## src/rtl/carry_skip_adder.sv

```systemverilog
// rtl/carry_skip_adder.sv - registered carry-skip adder, {cout,sum} = a + b + cin
// Optional signed-overflow output ovf enabled by defining CARRY_SKIP_OVF_EN.

module carry_skip_adder #(
  parameter int WIDTH = 4,
  parameter int BLOCK = 4
) (
  input  logic             clk,
  input  logic             rst_n,
  input  logic             in_valid,
  input  logic [WIDTH-1:0] a,
  input  logic [WIDTH-1:0] b,
  input  logic             cin,
  output logic [WIDTH-1:0] sum,
  output logic             cout,
  output logic             out_valid
`ifdef CARRY_SKIP_OVF_EN
  ,
  output logic             ovf
`endif
);

  logic [WIDTH-1:0] p;
  logic [WIDTH-1:0] g;
  logic [WIDTH-1:0] res_sum;
  logic             res_cout;
  logic             carry;
  logic             blk_cin;
  logic             blk_p;
  logic             rc;

  logic [WIDTH-1:0] sum_d, sum_q;
  logic             cout_d, cout_q;
  logic             out_valid_d, out_valid_q;

`ifdef CARRY_SKIP_OVF_EN
  logic             c_msb;
  logic             ovf_d, ovf_q;
`endif

  // Bits ripple inside a block; the block carry-out takes the bypass when every bit propagates.
  always_comb begin
    p        = a ^ b;
    g        = a & b;
    res_sum  = '0;
    carry    = cin;
    blk_cin  = cin;
    blk_p    = 1'b1;
    rc       = cin;
`ifdef CARRY_SKIP_OVF_EN
    c_msb    = 1'b0;
`endif
    for (int i = 0; i < WIDTH; i++) begin
      if (i % BLOCK == 0) begin
        blk_cin = carry;
        rc      = carry;
        blk_p   = 1'b1;
      end
      res_sum[i] = p[i] ^ rc;
`ifdef CARRY_SKIP_OVF_EN
      if (i == WIDTH - 1) c_msb = rc;
`endif
      rc    = g[i] | (p[i] & rc);
      blk_p = blk_p & p[i];
      // The last block may be short when WIDTH is not a multiple of BLOCK.
      if ((i % BLOCK == BLOCK - 1) || (i == WIDTH - 1)) begin
        carry = blk_p ? blk_cin : rc;
      end
    end
    res_cout = carry;
  end

  always_comb begin
    sum_d       = sum_q;
    cout_d      = cout_q;
    out_valid_d = in_valid;
`ifdef CARRY_SKIP_OVF_EN
    ovf_d       = ovf_q;
`endif
    if (in_valid) begin
      sum_d  = res_sum;
      cout_d = res_cout;
`ifdef CARRY_SKIP_OVF_EN
      ovf_d  = c_msb ^ res_cout;
`endif
    end
  end

  always_ff @(posedge clk) begin
    if (!rst_n) begin
      sum_q       <= '0;
      cout_q      <= 1'b0;
      out_valid_q <= 1'b0;
`ifdef CARRY_SKIP_OVF_EN
      ovf_q       <= 1'b0;
`endif
    end else begin
      sum_q       <= sum_d;
      cout_q      <= cout_d;
      out_valid_q <= out_valid_d;
`ifdef CARRY_SKIP_OVF_EN
      ovf_q       <= ovf_d;
`endif
    end
  end

  assign sum       = sum_q;
  assign cout      = cout_q;
  assign out_valid = out_valid_q;
`ifdef CARRY_SKIP_OVF_EN
  assign ovf       = ovf_q;
`endif

endmodule

```

## config.mk

```make
export PLATFORM = sky130hd
export DESIGN_NAME = carry_skip_adder
export DESIGN_NICKNAME = d
export VERILOG_FILES = /design/src/rtl/carry_skip_adder.sv
export SDC_FILE = /design/constraint.sdc
export NUM_CORES = 1
export LEC_CHECK = 0
export ABC_CLOCK_PERIOD_IN_PS = 3910
export CORE_AREA = 2 2 39 41
export CTS_BUF_LIST = sky130_fd_sc_hd__clkbuf_4
export DETAILED_ROUTE_END_ITERATION = 10
export DIE_AREA = 0 0 41 43
export GPL_TIMING_DRIVEN = 0
export PLACE_DENSITY = 0.7
export RECOVER_POWER = 50
export SLEW_MARGIN = 30
export SYNTH_ARGS = -nofsm -noshare
export SYNTH_HDL_FRONTEND = slang
export SYNTH_SLANG_ARGS = --single-unit
```

## constraint.sdc

```tcl
create_clock -name clk -period 3.91 [get_ports clk]
set_input_delay 0.782 -clock clk [delete_from_list [all_inputs] [get_ports clk]]
set_output_delay 0.782 -clock clk [all_outputs]
set_load 0.005 [all_outputs]
```

Word level (Yosys, flattened, before mapping)
Cells that the tools add are included.
- flip-flop bits (word level): 6
- input port bits: 12
- muxes and demuxes: 1
- bitwise logic cells: 17
- operators with widths (cell ; count):
    $and A1 B1 Y1 ; 7
    $and A4 B4 Y4 ; 1
    $or A1 B1 Y1 ; 4
    $xor A1 B1 Y1 ; 4
    $xor A4 B4 Y4 ; 1
    $mux W1 ; 1

Logic depth before layout (Yosys ltp)
Gate-level depths: netlist of the first run.
- depth after elaboration: 10
- mapped depth: 9

Least setup slack after synthesis of the first run
OpenSTA, ideal clock, no wires.
- path type: input to register
- start: input a[0]
- end: register sum_q[3], in the netlist sum[3]
- arrival: 2.410 ns
- required time: 3.852 ns
- slack: 1.442 ns
- stages on the path: 9
- cell sequence: inv_1 -> fa_1 -> inv_1 -> fa_1 -> fa_1 -> inv_1 -> fa_1 -> nand2_1 -> o211a_1
- cells in the longest elaborated chain, start to end: 8
- elaborated cells between the ends (all ways): 9
- those cells by class: bitwise (9)
- ends and longest elaborated chain (item ; RTL line ; text):
    from (decl) ; 11 ; input logic [WIDTH-1:0] a,
    $xor A4 B4 Y4 ; 43 ; p = a ^ b;
    $and A1 B1 Y1 ; 63 ; rc = g[i] | (p[i] & rc);
    $or A1 B1 Y1 (*) ; 63 ;
    $and A1 B1 Y1 (*) ; 63 ;
    $or A1 B1 Y1 (*) ; 63 ;
    $and A1 B1 Y1 (*) ; 63 ;
    $or A1 B1 Y1 (*) ; 63 ;
    $xor A1 B1 Y1 (*) ; 59 ; res_sum[i] = p[i] ^ rc;
    to (signal assigned) ; 98 ; sum_q <= sum_d;
    to (decl) ; 32 ; logic [WIDTH-1:0] sum_d, sum_q;
Mark *: on every way between the ends. The rest lies on a longest branch, timed or not.
A chain may end at the register's enable or synchronous reset.

Worst setup path after layout of the first run
- start: input b[0]
- end: register sum_q[3], in the netlist sum[3]
- cells in the longest elaborated chain, start to end: 8
- elaborated cells between the ends (all ways): 9
- those cells by class: bitwise (9)
- ends and longest elaborated chain (item ; RTL line ; text):
    from (decl) ; 12 ; input logic [WIDTH-1:0] b,
    $xor A4 B4 Y4 ; 43 ;
    $and A1 B1 Y1 ; 63 ;
    $or A1 B1 Y1 (*) ; 63 ;
    $and A1 B1 Y1 (*) ; 63 ;
    $or A1 B1 Y1 (*) ; 63 ;
    $and A1 B1 Y1 (*) ; 63 ;
    $or A1 B1 Y1 (*) ; 63 ;
    $xor A1 B1 Y1 (*) ; 59 ;
Marked as above.

==> results of run 1 <==
[synth_stat cells]
library cell  count  area (sq um)
nand2_1           2          7.51
o211a_1           2          20.0
nor2b_1           2          12.5
nand4b_1          1          8.76
inv_1             7          26.3
mux2i_1           2          20.0
ha_1              4          50.1
nand3_1           1          5.00
dfxtp_1           6           120
o211ai_2          1          12.5
fa_1              4          80.1
buf_6             1          11.3
nand3b_1          1          7.51
and2_2            1          7.51
nand4_1           1          6.26
[cells in the final DEF, fill, tap and decap left out, drive strengths merged]
cell           count
nand2              2
fa                 4
buf                1
clkdlybuf4s50     10
nand3              1
nand3b             1
dlygate4sd3        6
and2               1
nand4b             1
o211a              2
o211ai             1
dfxtp              6
ha                 4
nand4              1
mux2i              2
inv                7
nor2b              2
clkbuf             3
[flip-flops by register name (all words and copies together), names as in the netlist]
name	count
out_valid	1
sum	4
cout	1
[cell families (layout without fill, tap and decap cells)]
group	Yosys count	after routing	share of synthesized area
multiplexers	2	2	0.0506
AO/OA/AOI/OAI	3	3	0.0823
flip-flops	6	6	0.304
buffers and inverters	8	27	0.0949
adder cells (fa/ha/maj)	8	8	0.329
AND/OR/NAND/NOR	9	9	0.139
[per-layer routing]
metal | share of wire | track usage
met1 | 0.41 | 0.150
met2 | 0.54 | 0.172
met3 | 0.051 | 0.0314
met4 | 0 | 0.0200
met5 | 0 | 0
[final cells by class]
| type | count | area [sq um] | share of cell area |
|---|---|---|---|
| Buffer | 1 | 11.3 | 0.0188 |
| Clock buffer | 3 | 22.5 | 0.0377 |
| Inverter | 7 | 26.3 | 0.0439 |
| Multi-Input combinational cell | 22 | 238 | 0.397 |
| Sequential cell | 6 | 120 | 0.201 |
| Tap cell | 16 | 20.0 | 0.0335 |
| Timing Repair Buffer | 16 | 160 | 0.268 |
[where the power goes]
part / total [mW] / internal (mW) / switching [mW]
logic: 0.0485 / 0.0292 / 0.0193
clock network: 0.0570 / 0.0347 / 0.0223
registers: 0.0693 / 0.0670 / 0.00230
[path summary, 6_finish.rpt]
check	start	endpoint	slack, ns	depth (start not counted)
hold / removal	sum[3]$_SDFFE_PN0P_	sum[3]$_SDFFE_PN0P_	0.48	1
hold reg to reg	sum[3]$_SDFFE_PN0P_	sum[3]$_SDFFE_PN0P_	0.48	1
setup reg to reg	sum[0]$_SDFFE_PN0P_	sum[0]$_SDFFE_PN0P_	3.31	1
setup / recovery	b[0]	sum[3]$_SDFFE_PN0P_	1.13	10
[per-stage QoR]
stage	cell area (sq um)	setup WS [ns]	cells	util	hold slack [ns]
after floorplan	395	1.44	36	-	0.477
after global placement	576	0.908	68	0.416	0.469
after detailed placement	576	0.852	68	0.416	0.472
after CTS	598	1.09	71	0.432	0.486
after global routing	598	1.01	71	0.432	0.499
final	598	1.13	71	0.432	0.478
==> summary.txt, run 1 <==
Run status
  – Status: complete, no violations

Floorplan
  – DIE AREA: between 1500 and 2000 sq um
  – I/O pin total: 18
  – Starting Density: 0.286
  – Die Span Y: 43 um
  – Core Rows: 14
  – Die span in x: 41 um
  – Core Box Area: between 1000 and 1500 sq um

Timing
  – RSZ-0062 raised after global routing: false
  – Max frequency: 0.359 GHz
  – Final min period: roughly 2.8 ns
  – Pins over their slew limit: 0
  – Hold Vio Cnt, Final: 0
  – Setup TNS: 0 ns
  – Final Cycle Share: 0.712
  – Worst Max-Slew Pin Slew: between 0.2 and 0.25 ns
  – Slew headroom: 0.839
  – Final setup vio count: 0
  – Post-route clock skew: 0 ns

Min path
  – Hold Crit Class: flop to flop

Setup path
  – CP Data Required Time: 4.10 ns
  – Crit. End Element: flop
  – Max incr delay on CP: ~0.43 ns
  – CP startpoint kind: input port
  – Worst-path fanout max: 2
  – Most used cell, CP: fa_1
  – Worst path cell trace: clkdlybuf4s50_1 -> inv_1 -> fa_1 -> inv_1 -> fa_1 -> fa_1 -> inv_1 -> fa_1 -> nand2_1 -> o211a_1
  – Bufs and invs on worst path: 4
  – Arr. time, crit path: 2.97 ns
  – Crit Path Class: input port to flop
  – Critical path's slowest cell: clkdlybuf4s50_1
  – Delay-heaviest family, CP: adder cells

Routing
  – Antenna viol nets, final: 0
  – Vias/cell: 4.31
  – Vias: 306
  – DRC Markers: 0
  – Routed WL per cell: 10.2 um
  – TritonRoute pass-1 iters: 1
  – DRT iter0 DRCs: 0
  – Wirelength, routed: 722 um

Clocking
  – Post-CTS sizing: 0
  – Worst-Skew Late Latency: 0.24 ns
  – Postcts setup bufs: 0
  – CTS Sinks: 6
  – CTS Buf Count: 3
  – H-tree Lvls: 1
  – Reg clk slew, reported paths: 0.05 ns
  – CTS Hold Bufs: 0
  – Root buffer cell: clkbuf_4
  – CTS tree: yes
  – CTS max path bufs: 2

Placement
  – IO buf count: 16
  – Placed wire-length estimate: 606 um
  – GPL Wtd Cong: 0.609

Global routing
  – Total grt overflow: 0
  – Total global-route track usage: 0.111
  – Initial antenna violation count: 0
  – Largest net degree at the start of global routing: 11
  – Vias in the first global route: 337
  – First-pass GRT wire length: around 1.3 mm

Job
  – Max-cap check violation count: 0

Power
  – Pwr dens: 292 nW/um^2
  – Leakage: 0.293 nW
  – Maximum VDD drop: 186 uV
  – Power, Total: 0.175 mW

Synth
  – Synth unique cells: 15
  – Syn Area/Cell: between 10 and 15 sq um
  – Cells after synthesis: 36
  – Mapped Area: 395 sq um
  – Net count after synthesis: between 50 and 60
  – Register area share after synthesis: 0.304
  – Flops & latches, synth: 6
  – Synth Warn #: 0

Layout
  – N_diodes: 0
  – Nets@finish: 77
  – Layout cells sized above 1: 0.109
  – Layout Area Growth over Synthesis: 51.3%
  – FILL cells: 150
(Power assumes the default switching activity.)
==> inputs of run 2 (changes only) <==
--- a/config.mk
+++ b/config.mk
@@ -5,7 +5,7 @@
 export SDC_FILE = /design/constraint.sdc
 export NUM_CORES = 1
 export LEC_CHECK = 0
-export ABC_CLOCK_PERIOD_IN_PS = 3910
+export ABC_CLOCK_PERIOD_IN_PS = 2700
 export CORE_AREA = 2 2 39 41
 export CTS_BUF_LIST = sky130_fd_sc_hd__clkbuf_4
 export DETAILED_ROUTE_END_ITERATION = 10
==> constraint.sdc (replaced) <==
create_clock -name clk -period 2.7 [get_ports clk]
set_input_delay 0.54 -clock clk [delete_from_list [all_inputs] [get_ports clk]]
set_output_delay 0.54 -clock clk [all_outputs]
set_load 0.005 [all_outputs]
==> results of run 2 <==
The final DEF is identical to that of run 1. Status: complete, no violations.
Among the figures that moved: setup slack after placement 0.852 ns -> -0.116 ns; setup slack after layout 1.13 ns -> 0.158 ns; register-to-register setup slack 3.31 ns -> 2.10 ns; total power 0.175 mW -> 0.253 mW; worst IR drop on VDD 186 uV -> 270 uV
